## config.mk

```make
export PLATFORM = sky130hd
export DESIGN_NAME = accel_wb_ctrl_flat
export DESIGN_NICKNAME = d
export VERILOG_FILES = /design/src/rtl/accel_pkg.sv /design/src/rtl/accel_wb_ctrl_if.sv /design/src/rtl/accel_wb_regs.sv /design/src/rtl/accel_wb_ctrl.sv /design/src/flat_wrapper.sv
export SDC_FILE = /design/constraint.sdc
export NUM_CORES = 1
export LEC_CHECK = 0
export CORE_UTILIZATION = 45
export CTS_CLUSTER_DIAMETER = 80
export DETAILED_ROUTE_END_ITERATION = 12
export PLACE_DENSITY = 0.77
export SYNTH_ARGS = -nofsm -noshare
export SYNTH_HDL_FRONTEND = slang
export SYNTH_HIERARCHICAL = 1
export SYNTH_SLANG_ARGS = --single-unit
```

## constraint.sdc

```tcl
create_clock -name wb_clk_i -period 3.4 [get_ports wb_clk_i]
set_input_delay 0.68 -clock wb_clk_i [delete_from_list [all_inputs] [get_ports wb_clk_i]]
set_output_delay 0.68 -clock wb_clk_i [all_outputs]
set_load 0.01 [all_outputs]
```

## src/rtl/accel_pkg.sv

```systemverilog
// Shared constants, register map and FSM state type for the accelerator controller.
package accel_pkg;

    localparam int TIMEOUT_DEFAULT = 1024;

    localparam logic [7:0] CTRL_OFS   = 8'h00;
    localparam logic [7:0] STATUS_OFS = 8'h04;
    localparam logic [7:0] KEY_BASE   = 8'h20;
    localparam logic [7:0] DIN_BASE   = 8'h40;
    localparam logic [7:0] DOUT_BASE  = 8'h60;

    localparam int CTRL_START  = 0;
    localparam int CTRL_IRQ_EN = 1;
    localparam int CTRL_CLR    = 2;

    localparam int ST_BUSY    = 0;
    localparam int ST_DONE    = 1;
    localparam int ST_TIMEOUT = 2;
    localparam int ST_ERR     = 3;

    typedef enum logic [1:0] {
        S_IDLE  = 2'd0,
        S_START = 2'd1,
        S_WAIT  = 2'd2,
        S_DONE  = 2'd3
    } state_t;

    function automatic logic [31:0] byte_merge(input logic [31:0] old_w,
                                               input logic [31:0] new_w,
                                               input logic [3:0]  sel);
        logic [31:0] merged;
        merged = old_w;
        for (int b = 0; b < 4; b++) begin
            if (sel[b]) merged[8*b +: 8] = new_w[8*b +: 8];
        end
        return merged;
    endfunction

endpackage

```

## src/rtl/accel_wb_ctrl_if.sv

```systemverilog
// Wishbone slave-side signal bundle between the wrapper bus and the accelerator controller.
interface accel_wb_ctrl_if;
    logic        wbs_cyc_i;
    logic        wbs_stb_i;
    logic        wbs_we_i;
    logic [3:0]  wbs_sel_i;
    logic [31:0] wbs_adr_i;
    logic [31:0] wbs_dat_i;
    logic        wbs_ack_o;
    logic [31:0] wbs_dat_o;

    modport master (
        output wbs_cyc_i, wbs_stb_i, wbs_we_i, wbs_sel_i, wbs_adr_i, wbs_dat_i,
        input  wbs_ack_o, wbs_dat_o
    );

    modport slave (
        input  wbs_cyc_i, wbs_stb_i, wbs_we_i, wbs_sel_i, wbs_adr_i, wbs_dat_i,
        output wbs_ack_o, wbs_dat_o
    );
endinterface

```

## src/rtl/accel_wb_regs.sv

```systemverilog
// Wishbone decode, registered ack, byte-masked KEY/DIN/IRQ_EN storage, DOUT capture and readback.
module accel_wb_regs
    import accel_pkg::*;
#(
    parameter int KEY_WORDS  = 8,
    parameter int DATA_WORDS = 4
) (
    input  logic                    wb_clk_i,
    input  logic                    wb_rst_i,
    accel_wb_ctrl_if.slave          wbs,
    input  logic                    i_busy,
    input  logic [3:0]              i_status,
    input  logic                    i_cap_en,
    input  logic [32*DATA_WORDS-1:0] i_cap_data,
    output logic                    o_start_req,
    output logic                    o_clr_req,
    output logic                    o_busy_viol,
    output logic                    o_irq_en,
    output logic [32*KEY_WORDS-1:0] o_key,
    output logic [32*DATA_WORDS-1:0] o_din
);

    localparam int KEY_W  = int'(KEY_BASE) >> 2;
    localparam int DIN_W  = int'(DIN_BASE) >> 2;
    localparam int DOUT_W = int'(DOUT_BASE) >> 2;

    logic                  r_ack;
    logic [31:0]           r_dat;
    logic                  r_irq_en;
    logic [31:0]           r_key  [KEY_WORDS];
    logic [31:0]           r_din  [DATA_WORDS];
    logic [31:0]           r_dout [DATA_WORDS];

    logic [5:0]            w_widx;
    logic                  w_req;
    logic                  w_wr;
    logic                  w_ctrl_hit;
    logic                  w_status_hit;
    logic [KEY_WORDS-1:0]  w_key_hit;
    logic [DATA_WORDS-1:0] w_din_hit;
    logic [DATA_WORDS-1:0] w_dout_hit;
    logic [31:0]           w_rdata;
    logic                  w_unused_adr;

    // Only the word index is decoded, so higher address bits alias.
    assign w_widx       = wbs.wbs_adr_i[7:2];
    assign w_unused_adr = ^{wbs.wbs_adr_i[31:8], wbs.wbs_adr_i[1:0]};
    assign w_req        = wbs.wbs_cyc_i & wbs.wbs_stb_i & ~r_ack;
    assign w_wr         = w_req & wbs.wbs_we_i;
    assign w_ctrl_hit   = (w_widx == CTRL_OFS[7:2]);
    assign w_status_hit = (w_widx == STATUS_OFS[7:2]);

    for (genvar gi = 0; gi < KEY_WORDS; gi++) begin : g_key
        assign w_key_hit[gi]       = (w_widx == 6'(KEY_W + gi));
        assign o_key[32*gi +: 32]  = r_key[gi];
    end

    for (genvar gi = 0; gi < DATA_WORDS; gi++) begin : g_data
        assign w_din_hit[gi]       = (w_widx == 6'(DIN_W + gi));
        assign w_dout_hit[gi]      = (w_widx == 6'(DOUT_W + gi));
        assign o_din[32*gi +: 32]  = r_din[gi];
    end

    assign o_start_req = w_wr & w_ctrl_hit & wbs.wbs_sel_i[0] & wbs.wbs_dat_i[CTRL_START];
    assign o_clr_req   = w_wr & w_ctrl_hit & wbs.wbs_sel_i[0] & wbs.wbs_dat_i[CTRL_CLR];
    assign o_busy_viol = w_wr & i_busy & ((|w_key_hit) | (|w_din_hit));
    assign o_irq_en    = r_irq_en;

    always_comb begin
        w_rdata = '0;
        if (w_ctrl_hit)   w_rdata[CTRL_IRQ_EN] = r_irq_en;
        if (w_status_hit) w_rdata[3:0]         = i_status;
        for (int i = 0; i < KEY_WORDS; i++) begin
            if (w_key_hit[i]) w_rdata = r_key[i];
        end
        for (int i = 0; i < DATA_WORDS; i++) begin
            if (w_din_hit[i])  w_rdata = r_din[i];
            if (w_dout_hit[i]) w_rdata = r_dout[i];
        end
    end

    always_ff @(posedge wb_clk_i) begin
        if (wb_rst_i) begin
            r_ack <= 1'b0;
            r_dat <= '0;
        end else begin
            r_ack <= w_req;
            r_dat <= (w_req && !wbs.wbs_we_i) ? w_rdata : '0;
        end
    end

    always_ff @(posedge wb_clk_i) begin
        if (wb_rst_i) begin
            r_irq_en <= 1'b0;
            for (int i = 0; i < KEY_WORDS; i++) r_key[i] <= '0;
            for (int i = 0; i < DATA_WORDS; i++) begin
                r_din[i]  <= '0;
                r_dout[i] <= '0;
            end
        end else begin
            if (w_wr && w_ctrl_hit && wbs.wbs_sel_i[0]) r_irq_en <= wbs.wbs_dat_i[CTRL_IRQ_EN];
            for (int i = 0; i < KEY_WORDS; i++) begin
                if (w_wr && w_key_hit[i] && !i_busy)
                    r_key[i] <= byte_merge(r_key[i], wbs.wbs_dat_i, wbs.wbs_sel_i);
            end
            for (int i = 0; i < DATA_WORDS; i++) begin
                if (w_wr && w_din_hit[i] && !i_busy)
                    r_din[i] <= byte_merge(r_din[i], wbs.wbs_dat_i, wbs.wbs_sel_i);
                if (i_cap_en) r_dout[i] <= i_cap_data[32*i +: 32];
            end
        end
    end

    assign wbs.wbs_ack_o = r_ack;
    assign wbs.wbs_dat_o = r_dat;

endmodule

```

## src/rtl/accel_wb_ctrl.sv

```systemverilog
// Sequences the crypto core: start pulse, bounded wait for completion, status flags and level irq.
module accel_wb_ctrl
    import accel_pkg::*;
#(
    parameter int KEY_WORDS  = 8,
    parameter int DATA_WORDS = 4,
    parameter int TIMEOUT    = TIMEOUT_DEFAULT
) (
    input  logic                     wb_clk_i,
    input  logic                     wb_rst_i,
    accel_wb_ctrl_if.slave           wbs,
    output logic                     core_start_o,
    output logic [32*KEY_WORDS-1:0]  core_key_o,
    output logic [32*DATA_WORDS-1:0] core_din_o,
    input  logic                     core_done_i,
    input  logic [32*DATA_WORDS-1:0] core_dout_i,
    output logic                     irq_o
);

    localparam int              CNT_W    = $clog2(TIMEOUT);
    localparam logic [CNT_W-1:0] CNT_LAST = CNT_W'(TIMEOUT - 1);

    state_t           r_state;
    logic [CNT_W-1:0] r_cnt;
    logic             r_done;
    logic             r_timeout;
    logic             r_err;
    logic             r_start;
    logic             r_irq;

    logic             w_busy;
    logic             w_cap_en;
    logic             w_start_req;
    logic             w_clr_req;
    logic             w_busy_viol;
    logic             w_irq_en;
    logic [3:0]       w_status;

    assign w_busy   = (r_state == S_START) || (r_state == S_WAIT);
    assign w_cap_en = (r_state == S_WAIT) && core_done_i;

    always_comb begin
        w_status             = '0;
        w_status[ST_BUSY]    = w_busy;
        w_status[ST_DONE]    = r_done;
        w_status[ST_TIMEOUT] = r_timeout;
        w_status[ST_ERR]     = r_err;
    end

    accel_wb_regs #(
        .KEY_WORDS  (KEY_WORDS),
        .DATA_WORDS (DATA_WORDS)
    ) u_regs (
        .wb_clk_i    (wb_clk_i),
        .wb_rst_i    (wb_rst_i),
        .wbs         (wbs),
        .i_busy      (w_busy),
        .i_status    (w_status),
        .i_cap_en    (w_cap_en),
        .i_cap_data  (core_dout_i),
        .o_start_req (w_start_req),
        .o_clr_req   (w_clr_req),
        .o_busy_viol (w_busy_viol),
        .o_irq_en    (w_irq_en),
        .o_key       (core_key_o),
        .o_din       (core_din_o)
    );

    // CLR is applied before the state transition so a combined CLR+START leaves err clear.
    always_ff @(posedge wb_clk_i) begin
        if (wb_rst_i) begin
            r_state   <= S_IDLE;
            r_cnt     <= '0;
            r_done    <= 1'b0;
            r_timeout <= 1'b0;
            r_err     <= 1'b0;
            r_start   <= 1'b0;
            r_irq     <= 1'b0;
        end else begin
            r_start <= 1'b0;
            if (w_clr_req) begin
                r_done    <= 1'b0;
                r_timeout <= 1'b0;
                r_err     <= 1'b0;
            end
            if (w_busy_viol || (w_busy && w_start_req)) r_err <= 1'b1;

            case (r_state)
                S_IDLE, S_DONE: begin
                    if (w_start_req) begin
                        r_state   <= S_START;
                        r_start   <= 1'b1;
                        r_done    <= 1'b0;
                        r_timeout <= 1'b0;
                    end else if (w_clr_req) begin
                        r_state <= S_IDLE;
                    end
                end
                S_START: begin
                    r_cnt   <= '0;
                    r_state <= S_WAIT;
                end
                S_WAIT: begin
                    // A completion in the expiry cycle still counts as a normal finish.
                    if (core_done_i) begin
                        r_done    <= 1'b1;
                        r_timeout <= 1'b0;
                        r_state   <= S_DONE;
                    end else if (r_cnt == CNT_LAST) begin
                        r_done    <= 1'b1;
                        r_timeout <= 1'b1;
                        r_state   <= S_DONE;
                    end else begin
                        r_cnt <= r_cnt + 1'b1;
                    end
                end
                default: r_state <= S_IDLE;
            endcase

            r_irq <= r_done & w_irq_en;
        end
    end

    assign core_start_o = r_start;
    assign irq_o        = r_irq;

endmodule

```

## src/flat_wrapper.sv

```systemverilog
// flat-port wrapper written by rule: the top's interface ports become plain ports
module accel_wb_ctrl_flat import accel_pkg::*;
#(
    parameter int KEY_WORDS  = 8,
    parameter int DATA_WORDS = 4,
    parameter int TIMEOUT    = TIMEOUT_DEFAULT
)
  (wb_clk_i, wb_rst_i, core_start_o, core_key_o, core_din_o, core_done_i, core_dout_i, irq_o, wbs_wbs_cyc_i, wbs_wbs_stb_i, wbs_wbs_we_i, wbs_wbs_sel_i, wbs_wbs_adr_i, wbs_wbs_dat_i, wbs_wbs_ack_o, wbs_wbs_dat_o);
  accel_wb_ctrl_if wbs_i ();
  input  logic wb_clk_i;
  input  logic wb_rst_i;
  output logic core_start_o;
  output logic [32*KEY_WORDS-1:0] core_key_o;
  output logic [32*DATA_WORDS-1:0] core_din_o;
  input  logic core_done_i;
  input  logic [32*DATA_WORDS-1:0] core_dout_i;
  output logic irq_o;
  input wire logic [$bits(wbs_i.wbs_cyc_i)-1:0] wbs_wbs_cyc_i;
  input wire logic [$bits(wbs_i.wbs_stb_i)-1:0] wbs_wbs_stb_i;
  input wire logic [$bits(wbs_i.wbs_we_i)-1:0] wbs_wbs_we_i;
  input wire logic [$bits(wbs_i.wbs_sel_i)-1:0] wbs_wbs_sel_i;
  input wire logic [$bits(wbs_i.wbs_adr_i)-1:0] wbs_wbs_adr_i;
  input wire logic [$bits(wbs_i.wbs_dat_i)-1:0] wbs_wbs_dat_i;
  output wire logic [$bits(wbs_i.wbs_ack_o)-1:0] wbs_wbs_ack_o;
  output wire logic [$bits(wbs_i.wbs_dat_o)-1:0] wbs_wbs_dat_o;
  assign wbs_i.wbs_cyc_i = wbs_wbs_cyc_i;
  assign wbs_i.wbs_stb_i = wbs_wbs_stb_i;
  assign wbs_i.wbs_we_i = wbs_wbs_we_i;
  assign wbs_i.wbs_sel_i = wbs_wbs_sel_i;
  assign wbs_i.wbs_adr_i = wbs_wbs_adr_i;
  assign wbs_i.wbs_dat_i = wbs_wbs_dat_i;
  assign wbs_wbs_ack_o = wbs_i.wbs_ack_o;
  assign wbs_wbs_dat_o = wbs_i.wbs_dat_o;
  accel_wb_ctrl #(.KEY_WORDS(KEY_WORDS), .DATA_WORDS(DATA_WORDS), .TIMEOUT(TIMEOUT)) u_core (.wb_clk_i(wb_clk_i), .wb_rst_i(wb_rst_i), .wbs(wbs_i), .core_start_o(core_start_o), .core_key_o(core_key_o), .core_din_o(core_din_o), .core_done_i(core_done_i), .core_dout_i(core_dout_i), .irq_o(irq_o));
endmodule
```

==> flow_metrics.py <==
metrics = {
    "placement": {
        "post-place-ws_ps": 37.9,
        "port_buffers": 594,
        "place.gp.congestion": 1.01,
        "hpwl_um": 73200,
    },
    "drt": {
        "routed_wl_um": 100000,
        "wl_per_cell_um": 29.5,
        "wl_met3_um": 11800,
        "vias": 20400,
        "drtPass1Iterations": 6,
        "wl_met1_um": 38300,
        "drtIter0Drc": 2259,
        "ant_nets": 0,
        "viasPerCell": 6.00,
        "highest_layer": "met4",
        "drc": 0,
        "dr_wl_met2_um": 46300,
    },
    "clock_network": {
        "htreeDepth": 2,
        "cts_setup_buffers": 0,
        "numClockSinks": 563,
        "clockBufferDepth": 3,
        "hold_buffers": 0,
        "cts_tree": "done",
        "cts-root-buf": "clkbuf_16",
        "cts_buffers": 59,
        "post_cts_resized": 0,
        "clk_pin_slew_ps": 60,
        "clk_latency_ps": 640,
    },
    "timing": {
        "fin_crit_sh": 0.824,
        "fin_setup_tns_ps": 0,
        "fin_skew_ps": 31.1,
        "whs_ps": 437,
        "timing.fmax_ghz": 0.357,
        "setup_viol": 0,
        "tightest_slew_ps": 861,
        "finalWorstSetupSlack_ps": 598,
        "report.final.hold_viol_count": 0,
        "period_needed_ps": 2800,
        "final_max_slew_viol_count": 0,
        "rsz0062_at_grt": "no",
        "slew_headroom": 0.425,
    },
    "synth": {
        "avgSynthCellArea_um2": 12.9,
        "seq_area_frac_synth": 0.642,
        "synthCells": 1988,
        "synthFlopType": "edfxtp_1",
        "ys_async_sr_fraction": 0,
        "yosys_warnings": 6,
        "synth_nets": 2193,
        "synth_seq_cells": 563,
        "synth_edf_count": 512,
        "syn_area_um2": 25600,
        "synth_cell_types": 87,
    },
    "power_and_ir_drop": {
        "p_leak_nw": 12.6,
        "peakVddDrop_uv": 425,
        "power_density_nw_per_um2": 464,
    },
    "final_layout": {
        "final_common_cell": "clkdlybuf4s50_1",
        "mostFrequentLayoutCells": "clkdlybuf4s50_1 (591), edfxtp_1 (512), and2_1 (452), nor2_1 (136), buf_4 (95)",
        "drive_gt1_frac": 0.109,
        "nNetsFinal": 2795,
        "fillers": 4290,
        "areaGrowthSynthToFinish_pct": 36.6,
    },
    "global_route": {
        "grt_max_degree": 129,
        "grt_pass1_vias": 19600,
        "grt_pass1_wl_um": 139000,
        "antenna_found_initial": 15,
        "grt_use_total": 0.339,
        "overflow": 0,
    },
    "run_status": {
        "outcome": "completed",
    },
    "floorplanning": {
        "initial_core_util": 0.459,
        "io_pins": 621,
        "fp.coreArea_um2": 55600,
        "die_area_um2": 57700,
        "dieHeight_um": 240,
        "rows": 86,
        "die_w_um": 240,
    },
    "run": {
        "max-cap-violations": 0,
    },
    "critical_path": {
        "required_ps": 3940,
        "setup.worst_path.start_class": "input pin",
        "cp_slowest_cell": "a2111oi_1",
        "path_cells": "clkdlybuf4s50_1 > buf_4 > nand3b_4 > nor3_2 > buf_12 > o21ai_0 > a2111oi_1 > nor2_1 > a31oi_1",
        "slowest_delay_ps": 820,
        "endpoint_kind": "register",
        "arrival_ps": 3340,
        "critical_path_class": "input pin to register",
        "path_max_fanout": 23,
    },
    "hold_path": {
        "hold_path_class": "input pin to register",
    },
}
==> metrics by stage <==
step           instances   util  total power [mW]  area, µm²
6_report            3396  0.627              16.2      34900
5_1_grt             3393  0.627              16.6      34900
4_1_cts             3383  0.627              16.2      34900
3_5_place_dp        3277  0.592              9.69      32900
3_3_place_gp        3277  0.592              9.67      32900
2_1_floorplan       1988      -              8.61      25600
==> synth_stat cells (5+ instances only) <==
| library cell | instances | area [µm²] |
|---|---|---|
| a2111oi_0 | 14 | 123 |
| a2111oi_1 | 10 | 100 |
| a21o_1 | 40 | 300 |
| a21oi_1 | 34 | 170 |
| a221o_1 | 23 | 230 |
| a221oi_1 | 56 | 490 |
| a22oi_1 | 13 | 97.6 |
| a31oi_1 | 26 | 163 |
| and2_1 | 452 | 2830 |
| buf_2 | 36 | 180 |
| buf_4 | 15 | 113 |
| buf_6 | 5 | 56.3 |
| clkbuf_1 | 109 | 409 |
| dfxtp_1 | 51 | 1020 |
| edfxtp_1 | 512 | 15400 |
| inv_1 | 11 | 41.3 |
| mux2_2 | 9 | 101 |
| mux2i_1 | 6 | 60.1 |
| mux4_2 | 23 | 518 |
| nand2_1 | 60 | 225 |
| nand2b_1 | 7 | 43.8 |
| nand3_1 | 15 | 75.1 |
| nor2_1 | 142 | 533 |
| nor2_2 | 9 | 56.3 |
| nor2b_1 | 40 | 250 |
| nor3_1 | 52 | 260 |
| o21ai_0 | 36 | 180 |
| o21ai_1 | 8 | 40.0 |
| o221ai_1 | 30 | 263 |
| o22ai_1 | 32 | 200 |
| o31ai_1 | 6 | 45.0 |
==> area by class of cell <==
type                       instances  area (µm²)  share of cell area
sequential                       563       16400               0.470
multi-input combinational       1241        8380               0.240
timing repair buffer             714        7170               0.206
clock buffer                      77        1560              0.0448
tap                              748         936              0.0268
clock inverter                    29         373              0.0107
inverter                          11        41.3             0.00118
antenna                           13        32.5            0.000932
==> logic make-up (layout without fill, tap and decap cells) <==
kind of cell / Yosys count / in the layout / share of synthesized area
multiplexers: 38 / 38 / 0.0266
adder cells (fa/ha/maj): 3 / 3 / 0.00147
buffers and inverters: 184 / 831 / 0.0327
XOR/XNOR: 2 / 2 / 0.000686
flip-flops: 563 / 563 / 0.642
other: 0 / 13 / 0
AO/OA/AOI/OAI: 362 / 362 / 0.107
AND/OR/NAND/NOR: 836 / 836 / 0.190
==> critical path: cells and delay by family <==
family | cells | cell delay (ps)
AO/OA/AOI/OAI | 3 | 1160
buffers and inverters | 3 | 870
AND/OR/NAND/NOR | 3 | 610
==> worst paths after layout <==
check                    start                         endpoint  slack, ps  cells past startpoint
max           wbs_wbs_adr_i[7]  u_core/u_regs/wbs.wbs_dat_o[17]        600                      9
max reg2reg  u_core/r_state[0]       u_core/u_regs/r_key[1][31]        760                      8
min                   wb_rst_i      u_core/u_regs/wbs.wbs_ack_o        440                      2
min reg2reg    u_core/r_cnt[9]                  u_core/r_cnt[9]        510                      2
==> metal layers <==
| layer | GRT usage | vias up |
|---|---|---|
| met2 | 0.530 | 1439 |
| met3 | 0.0821 | 195 |
| met1 | 0.455 | 10100 |
| met4 | 0.130 | 0 |
| li1 | - | 8618 |
| met5 | 0 | - |
==> registers in the layout, indices dropped and copies added (netlist names) <==
signal,cells
u_core/core_start_o,1
u_core/irq_o,1
u_core/u_regs/r_din,128
u_core/r_err,1
u_core/u_regs/wbs.wbs_ack_o,1
u_core/r_cnt,10
u_core/u_regs/o_irq_en,1
u_core/r_done,1
u_core/r_state,2
u_core/u_regs/r_dout,128
u_core/u_regs/wbs.wbs_dat_o,32
u_core/u_regs/r_key,256
u_core/r_timeout,1
==> power breakdown <==
group	switching, mW	total [mW]	internal [mW]
Combinational	0.818	1.55	0.737
Sequential	0.196	8.02	7.82
Clock	2.72	6.61	3.90
Total	3.73	16.2	12.5
Note: power is estimated with default switching activity, not from simulation.
